File: config.mk
export PLATFORM = sky130hd
export DESIGN_NAME = baud_gen_frac
export DESIGN_NICKNAME = d
export VERILOG_FILES = /design/src/rtl/baud_gen_frac.sv
export SDC_FILE = /design/constraint.sdc
export NUM_CORES = 1
export LEC_CHECK = 0
export CAP_MARGIN = 20
export CORE_ASPECT_RATIO = 1.75
export CORE_MARGIN = 2
export CORE_UTILIZATION = 30
export DETAILED_ROUTE_END_ITERATION = 8
export GPL_TIMING_DRIVEN = 0
export MAX_ROUTING_LAYER = met4
export PLACE_DENSITY_LB_ADDON = 0.15
export SLEW_MARGIN = 30
export SYNTH_ARGS = -nofsm -noshare
export SYNTH_HDL_FRONTEND = slang
export SYNTH_SLANG_ARGS = --single-unit
File: constraint.sdc
create_clock -name clk -period 5.34 [get_ports clk]
set_input_delay 1.068 -clock clk [delete_from_list [all_inputs] [get_ports clk]]
set_output_delay 1.068 -clock clk [all_outputs]
set_load 0.1 [all_outputs]
File: src/rtl/baud_gen_frac.sv
// Fractional-N baud tick generator with a programmable int.frac divisor, oversample
// phase tracking, glitch-free divisor reload with a one-cycle acknowledge, and phase realignment.
module baud_gen_frac #(
    parameter int CNT_W        = 16,
    parameter int FRAC_W       = 4,
    parameter int OSR          = 16,
    parameter int DEFAULT_INT  = 325,
    parameter int DEFAULT_FRAC = 8
) (
    input  logic                   clk,
    input  logic                   reset,
    input  logic                   enable,
    input  logic [CNT_W-1:0]       div_int,
    input  logic [FRAC_W-1:0]      div_frac,
    input  logic                   div_load,
    output logic                   div_ack,
    input  logic                   phase_clr,
    output logic                   os_tick,
    output logic                   bit_tick,
    output logic [$clog2(OSR)-1:0] os_phase,
    output logic                   baud_clk
);
    localparam int PH_W = $clog2(OSR);
    localparam logic [CNT_W-1:0]  RST_INT  = (DEFAULT_INT < 2) ? CNT_W'(2) : CNT_W'(DEFAULT_INT);
    localparam logic [FRAC_W-1:0] RST_FRAC = FRAC_W'(DEFAULT_FRAC);
    localparam logic [PH_W-1:0]   PH_LAST  = PH_W'(OSR - 1);
    localparam logic [PH_W-1:0]   PH_HALF  = PH_W'(OSR / 2);

    // A divisor below 2 would leave no room for the one-cycle strobe to drop.
    function automatic logic [CNT_W-1:0] clamp_int(input logic [CNT_W-1:0] v);
        return (v < CNT_W'(2)) ? CNT_W'(2) : v;
    endfunction

    logic [CNT_W-1:0]  cnt_q, cnt_d;
    logic [FRAC_W-1:0] acc_q, acc_d;
    logic [CNT_W-1:0]  act_int_q, act_int_d;
    logic [FRAC_W-1:0] act_frac_q, act_frac_d;
    logic [CNT_W-1:0]  pend_int_q, pend_int_d;
    logic [FRAC_W-1:0] pend_frac_q, pend_frac_d;
    logic              pend_q, pend_d;
    logic [PH_W-1:0]   phase_q, phase_d;
    logic              os_tick_q, os_tick_d;
    logic              bit_tick_q, bit_tick_d;
    logic              ack_q, ack_d;
    logic              baud_q, baud_d;

    logic [CNT_W-1:0]  int_sel;
    logic [FRAC_W-1:0] frac_sel;
    logic [FRAC_W:0]   sum;
    logic              apply;

    always_comb begin
        int_sel     = pend_q ? pend_int_q : act_int_q;
        frac_sel    = pend_q ? pend_frac_q : act_frac_q;
        sum         = {1'b0, acc_q} + {1'b0, frac_sel};
        // Pending values take over at a period boundary, on realignment, or while frozen.
        apply       = pend_q && (phase_clr || !enable || (cnt_q == '0));

        cnt_d       = cnt_q;
        acc_d       = acc_q;
        act_int_d   = act_int_q;
        act_frac_d  = act_frac_q;
        pend_int_d  = pend_int_q;
        pend_frac_d = pend_frac_q;
        pend_d      = pend_q;
        phase_d     = phase_q;
        baud_d      = baud_q;
        os_tick_d   = 1'b0;
        bit_tick_d  = 1'b0;
        ack_d       = 1'b0;

        if (apply) begin
            act_int_d  = pend_int_q;
            act_frac_d = pend_frac_q;
            pend_d     = 1'b0;
            ack_d      = 1'b1;
        end
        if (div_load) begin
            pend_int_d  = clamp_int(div_int);
            pend_frac_d = div_frac;
            pend_d      = 1'b1;
        end

        if (phase_clr) begin
            cnt_d   = int_sel - CNT_W'(1);
            acc_d   = '0;
            phase_d = '0;
            baud_d  = 1'b1;
        end else if (enable) begin
            if (cnt_q != '0) begin
                cnt_d = cnt_q - CNT_W'(1);
            end else begin
                os_tick_d  = 1'b1;
                acc_d      = sum[FRAC_W-1:0];
                cnt_d      = int_sel - CNT_W'(1) + CNT_W'(sum[FRAC_W]);
                bit_tick_d = (phase_q == PH_LAST);
                phase_d    = (phase_q == PH_LAST) ? '0 : phase_q + PH_W'(1);
                baud_d     = (phase_d < PH_HALF);
            end
        end
    end

    always_ff @(posedge clk) begin
        if (reset) begin
            cnt_q       <= RST_INT - CNT_W'(1);
            acc_q       <= '0;
            act_int_q   <= RST_INT;
            act_frac_q  <= RST_FRAC;
            pend_int_q  <= '0;
            pend_frac_q <= '0;
            pend_q      <= 1'b0;
            phase_q     <= '0;
            os_tick_q   <= 1'b0;
            bit_tick_q  <= 1'b0;
            ack_q       <= 1'b0;
            baud_q      <= 1'b1;
        end else begin
            cnt_q       <= cnt_d;
            acc_q       <= acc_d;
            act_int_q   <= act_int_d;
            act_frac_q  <= act_frac_d;
            pend_int_q  <= pend_int_d;
            pend_frac_q <= pend_frac_d;
            pend_q      <= pend_d;
            phase_q     <= phase_d;
            os_tick_q   <= os_tick_d;
            bit_tick_q  <= bit_tick_d;
            ack_q       <= ack_d;
            baud_q      <= baud_d;
        end
    end

    assign os_tick  = os_tick_q;
    assign bit_tick = bit_tick_q;
    assign div_ack  = ack_q;
    assign os_phase = phase_q;
    assign baud_clk = baud_q;

endmodule

# [Word level (Yosys, flattened, before mapping)]
# Cells that the tools add are included.
[totals] reg_bits=69 output_inout_bits=8
[classes] add_sub_neg=5 order_cmp=2 n_eq_ne=1 muxes=11 bitwise=2 reduce_logical=12
[op_table] cell="16-bit 2-to-1 mux" n=5
[op_table] cell="16-bit by 1-bit subtractor with 16-bit output (second input constant)" n=2
[op_table] cell="16-bit by 1-bit adder with 16-bit output" n=1
[op_table] cell="16-bit logical NOT" n=1
[op_table] cell="16-bit by 2-bit less-than comparator with 1-bit output (second input constant)" n=1
[op_table] cell="16-bit nonzero test" n=1
[op_table] cell="4-bit 2-to-1 mux" n=2
[op_table] cell="4-bit by 4-bit adder with 5-bit output" n=1
[op_table] cell="4-bit by 1-bit adder with 4-bit output (second input constant)" n=1
[op_table] cell="4-bit == test (second input constant)" n=1
[op_table] cell="4-bit less-than comparator (second input constant)" n=1
[op_table] cell="1-bit 2-to-1 mux" n=4
[op_table] cell="2-bit nonzero test" n=2
[op_table] cell="4-bit OR reduction" n=1
[op_table] cell="3-bit OR reduction" n=1
[op_table] cell="1-bit logical OR" n=2
[op_table] cell="1-bit inverter" n=2
[op_table] cell="2-bit AND reduction" n=1
[op_table] cell="2-bit OR reduction" n=1
[op_table] cell="1-bit logical AND" n=1
[op_table] cell="1-bit logical NOT" n=1

# [Depth between registers and ports, before layout]
# Gate-level depths: netlist (run 1).
[depth] word_depth=6 ltp_mapped=20

# [Worst setup path after synthesis (run 1)]
# No wires, ideal clock.
[synth_timing] path_type="reg2reg" start="reg pend_q" end="reg cnt_q[13]" t_arrival_ps=4350 slack_ps=895 path_stages_with_launch=21 n_path_buf=5 synth_period_minus_slack_ps=4445 cell_sequence="dfxtp_1 -> buf_6 -> buf_2 -> buf_1 -> buf_2 -> buf_1 -> mux2_2 -> ha_1 -> inv_1 -> fa_1 -> nor2b_1 -> o21ai_0 -> nand2b_1 -> ha_1 -> inv_1 -> a2111oi_0 -> and4bb_2 -> nand2_1 -> nor4b_1 -> o21ai_0 -> a221oi_1"
[synth_via] elab_chain_cells=6 elab_cells_between_ends=8 cone_classes="add/sub (3); mux (5)"
[synth_rtl] item="from (decl)" line="40" source="logic pend_q, pend_d;"
[synth_rtl] item="from (signal assigned)" line="124" source="pend_q <= pend_d;"
[synth_rtl] item="16-bit 2-to-1 mux or 4-bit 2-to-1 mux (tied branches)" line="53, 54"
[synth_rtl] item="16-bit by 1-bit subtractor with 16-bit output or 4-bit by 4-bit adder with 5-bit output (tied branches)" line="85, 95, 55"
[synth_rtl] item="16-bit by 1-bit adder with 16-bit output" line="95" source="cnt_d = int_sel - CNT_W'(1) + CNT_W'(sum[FRAC_W]);"
[synth_rtl] item="16-bit 2-to-1 mux" line="90" source="if (cnt_q != '0) begin"
[synth_rtl] item="16-bit 2-to-1 mux" line="89" source="end else if (enable) begin"
[synth_rtl] item="16-bit 2-to-1 mux *" line="84" source="if (phase_clr) begin"
[synth_rtl] item="to (signal assigned)" line="105" source="cnt_q <= RST_INT - CNT_W'(1);"
[synth_rtl] item="to (signal assigned)" line="118" source="cnt_q <= cnt_d;"
[synth_rtl] item="to (decl)" line="34" source="logic [CNT_W-1:0] cnt_q, cnt_d;"
# Mark *: on every way between the ends. The rest lies on a longest branch, timed or not. The select of a mux whose other input is x is not followed.
# A chain may end at the register's enable or synchronous reset.

# [Worst setup path after layout (run 1)]
[layout_timing] start="reg pend_q" end="reg cnt_q[12]"
# Same word-level chain as after synthesis.

==> impl_metrics.toml, run 1 <==
[status]
status = "finished, final reports clean"

[routing]
vias = 3883
routedWlPerCell_um = 16.4
drc = 0
drt_iter0_drc = 174
via_per_inst = 5.16
wl_um = 12400
ant_nets = 0
drtPass1Iterations = 4

[placed_design]
routabilityCongestion = 0.854
io_buffers = 30
post_dp_cell_area_um2 = 4690
dp_hpwl_um = 9830

[final_layout]
n_antenna_cell = 0
n_fill_cell = 1489
nets = 607
fin_util = 0.368
layout-drive-gt1-share = 0.0712
fin_area_um2 = 5040
area_delta_synth_final_pct = 21.1

[critical_path]
cp_slowest_cell = "nor4_1"
r2r-start = "pend_q"
crit_path_max_incr_delay_ns = 0.45
regToRegSetupSlack_ns = 0.50
path_cells = "buf_6, buf_2, clkbuf_2, buf_2, clkbuf_4, mux2_2, ha_1, inv_1, fa_1, nor2b_1, o21ai_0, nand2b_1, ha_1, ha_1, nand2_1, nor4_1, nand3_1, nor3_1, mux2i_1, a2111oi_2"
cp_common_cell = "ha_1"
cp.arrival_ns = 5.07
critPathTopFamily = "simple AND/OR/NAND/NOR gates"
critical_path.max_fanout = 10
start_kind = "flip-flop"
path_buf_inv = 6
required_ns = 5.57
startpoint = "pend_q"
cp-end-kind = "flip-flop"
crit_type = "reg2reg"

[worst_hold_path]
hold_class = "reg2reg"
min_from = "baud_clk"

[yosys]
avgSynthCellArea_um2 = 7.87
yosys_warnings = 0
synth.mux.area_fraction = 0.103
synthSimpleGateAreaFrac = 0.275
yosys.area_share.xor_xnor = 0.0481
ys_types = 64
syn_inst = 529
synth_area_leaders = "dfxtp_1, mux2i_1, nand2_1, nor2_1, a21oi_1"
async_flop_share = 0
ys_ff_latch = 69
ys_seq_area_frac = 0.332
syn_nets = 565
synth_top_flop_cell = "dfxtp_1"
synth_top_family_by_area = "simple AND/OR/NAND/NOR gates"
netlist_top_cells_count = "nand2_1, dfxtp_1, nor2_1"
synth_fa_ha_area_frac = 0.0349
synth_area_leader_cell = "dfxtp_1"
synth_edf_count = 0
synth_area_um2 = 4160
synth.top_cell.area_share = 0.332
synth-compound-area-share = 0.167
synth_most_common_cell = "nand2_1"

[timing]
fmax_ghz = 0.207
setup_viol = 0
max_slew.worst_pin.slew_ns = 0.964
rsz0062_at_grt = "false"
maxSlewViolCount = 0
finalClockSkew_ns = 0.00708
final.setup.tns_ns = 0
finalHoldViolCount = 0
slew_headroom = 0.351
fin_hold_ws_ns = 0.453
fin_crit_sh = 0.906
min_period_ns = 4.84

[clock_network]
cts_buffers = 9
cts.sinks = 69
hold_buffers = 0
cts_max_path_buffers = 2
path_clk_slew_ns = 0.06
cts_tree = "done"
cts_setup_buffers = 0
root_buffer = "clkbuf_16"
h-tree-depth = 3
clock_latency_ns = 0.34

[grt]
grt_max_degree = 14
grt_antenna_before_repair = 0
grt_overflow = 0
grt_usage = 0.174
grt_pass1_wl_um = 19700
grt_pass1_vias = 3841

[floorplan]
die_w_um = 93.0
io_pins = 33
die-area_um2 = 14900
die_h_um = 160
rows = 57
core_um2 = 13700
start_util = 0.304

[power]
p_leak_uw = 0.00186
power_density_nw_per_um2 = 289
vdd_drop_max_mv = 0.190

[job]
max_cap_viol_count = 0
==> sequential cells by signal, indices dropped and copies added, names as in the netlist, 4 cells and up <==
signal / count
acc_q: 4
act_frac_q: 4
act_int_q: 16
cnt_q: 16
os_phase: 4
pend_frac_q: 4
pend_int_q: 16
==> through the flow <==
| stage | instances | setup slack (ns) | total power [uW] |
|---|---|---|---|
| final | 753 | 0.501 | 1450 |
| after global routing | 753 | 0.0904 | 1510 |
| after global placement | 736 | -0.218 | 789 |
| after floorplan | 529 | 0.895 | 721 |
| after detailed placement | 737 | -0.251 | 793 |
| after CTS | 753 | 0.166 | 1470 |
==> timing repair <==
action                     CTS  global route
pin swaps                    0             0
gates resized for setup      2             3
setup endpoints to repair    4             5
==> power by group <==
| part | total [uW] | internal (uW) | switching, uW |
|---|---|---|---|
| combinational | 218 | 91.3 | 126 |
| sequential | 565 | 539 | 25.6 |
| clock | 672 | 425 | 247 |
==> metal layers <==
metal  GRT usage  vias up  wire, um
met1       0.173     1817      4700
met2       0.330       62      7090
met4      0.0802        0       364
li1            -     1984         -
met5           -        -         0
met3      0.0193       20       209
==> cell families (layout without fill, tap and decap cells) <==
logic type               after synthesis  after routing
AO/OA/AOI/OAI                        111            111
AND/OR/NAND/NOR                      233            233
buffers and inverters                 41             88
flip-flops                            69             69
adder cells (fa/ha/maj)               11             11
XOR/XNOR                              22             22
multiplexers                          42             42
==> final cells by class <==
cell class | instances | area (um2) | area share
buffer | 30 | 128 | 0.0253
clock buffer | 10 | 239 | 0.0474
clock inverter | 6 | 93.8 | 0.0186
inverter | 11 | 41.3 | 0.00819
multi-input combinational | 419 | 2620 | 0.520
sequential | 69 | 1380 | 0.274
tap | 177 | 221 | 0.0440
timing repair buffer | 31 | 312 | 0.0618
==> final timing paths <==
| kind | end | cells after the start |
|---|---|---|
| setup / recovery | cnt_q[12] | 20 |
| hold reg to reg | baud_clk | 1 |
| setup reg to reg | cnt_q[12] | 20 |
| hold / removal | baud_clk | 1 |
==> placed cells by master (no fill, tap or decap), types with 3 or more instances in the layout <==
cell type / netlist / final
o22ai_1: 3 / 3
xor2_1: 12 / 12
nor3_1: 21 / 21
o31ai_1: 5 / 5
clkdlybuf4s50_1: 0 / 30
a21o_1: 4 / 4
nand3_1: 18 / 18
ha_1: 10 / 10
nand4_1: 3 / 3
and3_1: 3 / 3
or3_1: 4 / 4
clkbuf_16: 0 / 9
a21oi_1: 44 / 44
nor2b_1: 5 / 5
mux2_2: 7 / 7
a31oi_1: 5 / 5
a311oi_1: 3 / 3
clkbuf_1: 24 / 24
nand2_1: 75 / 75
nor2_1: 61 / 61
inv_1: 9 / 9
nor4b_1: 5 / 5
nor3b_1: 6 / 6
o32ai_1: 3 / 3
mux2i_1: 35 / 35
nor4_1: 11 / 11
dfxtp_1: 69 / 69
xnor2_1: 9 / 9
nand2b_1: 6 / 6
a221oi_1: 3 / 3
o21ai_0: 23 / 23
No activity file was read; power rests on OpenSTA's default activity.
==> run 2, diff against run 1 <==
--- a/config.mk
+++ b/config.mk
@@ -7,7 +7,7 @@
 export LEC_CHECK = 0
 export CAP_MARGIN = 20
 export CORE_ASPECT_RATIO = 1.75
-export CORE_MARGIN = 2
+export CORE_MARGIN = 5
 export CORE_UTILIZATION = 30
 export DETAILED_ROUTE_END_ITERATION = 8
 export GPL_TIMING_DRIVEN = 0
==> run 2 against run 1 <==
Compared with the run above:
- maximum frequency is 0.43% higher
- critical path depth stayed put
- via count is 1.3% higher
- clock power down 17%
- final cell count unchanged
- non-clock buffer count unchanged
- worst setup slack improved by 0.021 ns
- wire length rose by 1.3%
- die area is 10% higher
- first-iteration DRC count fell by 10%
- critical endpoint is now cnt_q[13]
- largest cell class unchanged
- largest power group is now registers
- highest routed layer unchanged
==> impl_metrics.toml, run 2 (synthesis results as in run 1) <==
[critical_path]
cp.arrival_ns = 5.05
critical_path.max_fanout = 10
ff2ff_path_depth = 20
path_cells = "buf_6, buf_2, clkbuf_2, buf_2, buf_2, mux2_2, ha_1, inv_1, fa_1, nor2b_1, o21ai_0, nand2b_1, ha_1, inv_1, a2111oi_2, and4bb_2, nand2_1, nor4b_1, o21ai_0, a221oi_1"
critPathTopFamily = "buffers and inverters"
path_buf_inv = 7
start_kind = "flip-flop"
r2r_end = "cnt_q[13]"
required_ns = 5.57
path_depth = 20
regToRegSetupSlack_ns = 0.52
r2r-start = "pend_q"
cp_common_cell = "buf_2"
crit_path_max_incr_delay_ns = 0.40
cp-end-kind = "flip-flop"
cp_slowest_cell = "a2111oi_2"
crit_type = "reg2reg"

[final_layout]
fin_util = 0.362
nets = 607
n_antenna_cell = 0
final_common_cell = "nand2_1"
final_cell_mix = "nand2_1, dfxtp_1, nor2_1"
area_delta_synth_final_pct = 19.6
reg_top3 = "act_int_q (16), cnt_q (16), pend_int_q (16)"
n_fill_cell = 1452
layout-drive-gt1-share = 0.0729

[timing]
fin_crit_sh = 0.902
slew_headroom = 0.350
finalHoldViolCount = 0
fmax_ghz = 0.208
setup_slack_ns = 0.522
min_period_ns = 4.82
max_slew.worst_pin.slew_ns = 0.971
maxSlewViolCount = 0
fin_hold_ws_ns = 0.454
finalClockSkew_ns = 0.00725
setup_viol = 0
rsz0062_at_grt = "false"
final.setup.tns_ns = 0

[routing]
drc = 0
drt_iter0_drc = 156
drtPass1Iterations = 5
wl_um = 12500
via_per_inst = 5.22
routedWlPerCell_um = 16.6
vias = 3934
ant_nets = 0

[placed_design]
dp_hpwl_um = 9870
preCtsSetupSlack_ns = -0.421
io_buffers = 30
routabilityCongestion = 0.855

[clock_network]
h-tree-depth = 3
clock_latency_ns = 0.34
cts_tree = "done"
cts.sinks = 69
cts_buffers = 9
path_clk_slew_ns = 0.06
cts_max_path_buffers = 2
root_buffer = "clkbuf_16"
hold_buffers = 0

[worst_hold_path]
hold_class = "reg2reg"
whs_endpoint = "baud_clk"
min_from = "baud_clk"
hold_depth = 1

[grt]
grt_usage = 0.162
grt_pass1_vias = 3950
grt_antenna_before_repair = 0
grt_pass1_wl_um = 20600
grt_max_degree = 14
grt_overflow = 0

[status]
status = "finished, final reports clean"

[floorplan]
start_util = 0.302
core_um2 = 13800
rows = 57
die-area_um2 = 16400
io_pins = 33
die_w_um = 99.0
die_h_um = 166

[power]
p_leak_uw = 0.00184
power_density_nw_per_um2 = 270
vdd_drop_max_mv = 0.149

[job]
max_cap_viol_count = 0
run 2: cell count changes in the layout (fill, tap and decap cells not counted), sizes merged:
cell	before	now
clkdlybuf4s15	1	0
bufinv	2	0
inv	10	11
clkinv	4	6
clkbuf	36	34
buf	4	6
run 2: final cells by class:
cell class,count,area [um2],area share
clock inverters,7,48.8,0.00980
clock buffers,9,225,0.0452
flip-flops and latches,69,1380,0.278
inverters,11,41.3,0.00830
plain buffers,30,125,0.0251
repair buffers,31,305,0.0613
well taps,177,221,0.0445
multi-input cells,419,2630,0.528
run 2: worst max path at each step:
stage	startpoint	endpoint
after CTS	pend_q	cnt_q[13]
after detailed placement	pend_q	cnt_q[13]
after floorplan	pend_q	cnt_q[13]
after global routing	pend_q	cnt_q[13]
after global placement	pend_q	cnt_q[13]
final	pend_q	cnt_q[13]
run 2: worst reg2reg max path, stage by stage, from the launching register on:
cell	delay, ns
dfxtp_1	0.32
buf_6	0.12
buf_2	0.22
clkbuf_2	0.27
buf_2	0.33
buf_2	0.34
mux2_2	0.22
ha_1	0.17
inv_1	0.06
fa_1	0.37
nor2b_1	0.16
o21ai_0	0.10
nand2b_1	0.08
ha_1	0.17
inv_1	0.07
a2111oi_2	0.40
and4bb_2	0.38
nand2_1	0.14
nor4b_1	0.30
o21ai_0	0.12
a221oi_1	0.35
run 2: per-layer routing:
layer  wire length (um)  GRT usage  vias up
met1               4770      0.162     1826
li1                   -          -     1993
met3                321     0.0248       28
met4                499     0.0791        0
met2               6930      0.299       87
met5                  0          -        -
run 2: report_power, final:
group | switching, uW | internal [uW] | leakage (uW)
Sequential | 25.2 | 539 | 0.000565
Clock | 244 | 316 | 0.000136
Combinational | 129 | 90.9 | 0.00113
Total | 398 | 946 | 0.00184
run 2: through the flow:
step	std cells	power, uW	instance area (um2)
final	753	1340	4980
after global routing	753	1410	4980
after CTS	753	1360	4960
after detailed placement	737	794	4690
after global placement	736	790	4680
after floorplan	529	721	4160
run 2: repair_timing:
action | in CTS | in global routing
setup endpoints to repair | 4 | 3
setup buffers | 0 | 0
gates resized for setup | 2 | 3
==> run 3, diff against run 2 <==
--- a/config.mk
+++ b/config.mk
@@ -7,7 +7,7 @@
 export LEC_CHECK = 0
 export CAP_MARGIN = 20
 export CORE_ASPECT_RATIO = 1.75
-export CORE_MARGIN = 5
+export CORE_MARGIN = 3
 export CORE_UTILIZATION = 30
 export DETAILED_ROUTE_END_ITERATION = 8
 export GPL_TIMING_DRIVEN = 0
==> run 3 against run 2 <==
Compared with the run above:
- wire length shrank 1.0%
- final area grew 0.88%
- combinational power is essentially flat
- die area shrank 6.4%
- utilization grew 0.97 points
- sequential power is essentially flat
- worst setup slack gained 0.050 ns
- clock power grew 15%
- global-route usage grew 1.1 points
- non-clock buffer count is the same
- clock skew shrank 0.0026 ns
- worst hold slack gained 0.0020 ns
- largest cell class unchanged
==> impl_metrics.toml, run 3 (synthesis results as in run 1) <==
[grt]
grt_pass1_wl_um = 20000
grt_usage = 0.174
grt_pass1_vias = 3844
grt_max_degree = 13
grt_overflow = 0
grt_antenna_before_repair = 0

[timing]
rsz0062_at_grt = "false"
fin_crit_sh = 0.893
finalHoldViolCount = 0
setup_viol = 0
min_period_ns = 4.77
setup_slack_ns = 0.571
slew_headroom = 0.341
fmax_ghz = 0.210
max_slew.worst_pin.slew_ns = 0.985
maxSlewViolCount = 0
fin_hold_ws_ns = 0.456
finalClockSkew_ns = 0.00466

[routing]
ant_nets = 0
via_per_inst = 5.27
drt_iter0_drc = 236
wl_um = 12400
vias = 3956
routedWlPerCell_um = 16.5
drtPass1Iterations = 5
drc = 0

[final_layout]
fin_cells = 750
area_delta_synth_final_pct = 20.7
final_cell_mix = "nand2_1, dfxtp_1, nor2_1"
layout-drive-gt1-share = 0.0712
n_antenna_cell = 0
nets = 607
reg_top3 = "act_int_q (16), cnt_q (16), pend_int_q (16)"
final_common_cell = "nand2_1"
n_fill_cell = 1405
fin_util = 0.371

[floorplan]
die_w_um = 95.0
die-area_um2 = 15400
die_h_um = 162
io_pins = 33
core_um2 = 13500
rows = 56
start_util = 0.308

[clock_network]
h-tree-depth = 3
clock_latency_ns = 0.33
cts_buffers = 9
cts_max_path_buffers = 2
cts_tree = "done"
path_clk_slew_ns = 0.06
cts_setup_buffers = 0
root_buffer = "clkbuf_16"
cts.sinks = 69
hold_buffers = 0

[power]
p_leak_uw = 0.00185
vdd_drop_max_mv = 0.178
power_density_nw_per_um2 = 284

[placed_design]
place_inst = 734
dp_hpwl_um = 9770
io_buffers = 30
routabilityCongestion = 0.854
preCtsSetupSlack_ns = -0.232

[status]
status = "finished, final reports clean"

[job]
max_cap_viol_count = 0

[critical_path]
cp.arrival_ns = 5.00
required_ns = 5.58
crit_type = "reg2reg"
critical_path.max_fanout = 10
cp-end-kind = "flip-flop"
start_kind = "flip-flop"

[worst_hold_path]
hold_class = "reg2reg"
-- run 3: cell count changes in the layout (fill, tap and decap cells not counted), sizes merged --
cell | previous run | this run
clkinv | 6 | 4
clkbuf | 34 | 35
bufinv | 0 | 2
clkdlybuf4s15 | 0 | 1
inv | 11 | 10
buf | 6 | 5
-- run 3: final cells by class --
| type | count | area [um2] | area share |
|---|---|---|---|
| repair buffers | 31 | 312 | 0.0620 |
| plain buffers | 30 | 125 | 0.0249 |
| multi-input cells | 419 | 2630 | 0.524 |
| inverters | 11 | 41.3 | 0.00822 |
| flip-flops and latches | 69 | 1380 | 0.275 |
| clock buffers | 10 | 229 | 0.0456 |
| well taps | 174 | 218 | 0.0434 |
| clock inverters | 6 | 86.3 | 0.0172 |
-- run 3: path summary, 6_finish.rpt --
check | slack, ns | to | startpoint | depth (start not counted)
hold / removal | 0.46 | act_int_q[15] | act_int_q[15] | 2
hold reg to reg | 0.46 | act_int_q[15] | act_int_q[15] | 2
setup / recovery | 0.57 | cnt_q[13] | pend_q | 20
setup reg to reg | 0.57 | cnt_q[13] | pend_q | 20
-- run 3: repair_timing --
action	CTS	global route
gates resized for setup	1	4
endpoints found under the setup margin	4	4
hold endpoints to repair	0	0
-- run 3: critical path, cell delays in order, from the launching register on --
cell       delay, ns
dfxtp_1         0.32
buf_6           0.12
buf_2           0.22
clkbuf_2        0.28
buf_2           0.33
buf_2           0.34
mux2_2          0.22
ha_1            0.16
inv_1           0.06
fa_1            0.37
nor2b_1         0.18
o21ai_0         0.11
nand2b_1        0.08
ha_1            0.16
inv_1           0.07
a2111oi_2       0.39
and4bb_2        0.38
nand2_1         0.14
nor4b_1         0.28
o21ai_0         0.13
a221oi_1        0.32
-- run 3: stage by stage --
step | setup TNS, ns | power, uW | cell area, um2
final | 0 | 1430 | 5020
after global routing | 0 | 1490 | 5020
after CTS | 0 | 1440 | 5010
after detailed placement | -0.394 | 793 | 4690
after global placement | -0.236 | 789 | 4680
after floorplan | 0 | 721 | 4160
-- run 3: layer usage --
layer	share of wire	vias up	track usage
li1	-	1992	-
met1	0.38	1861	0.182
met2	0.56	82	0.316
met3	0.028	21	0.0259
met4	0.030	0	0.0729
met5	0	-	-
-- run 3: where the power goes --
| group | internal [uW] | switching, uW | total [uW] |
|---|---|---|---|
| clock network | 409 | 234 | 642 |
| logic | 91.2 | 129 | 220 |
| registers | 539 | 25.4 | 565 |
| total | 1040 | 388 | 1430 |
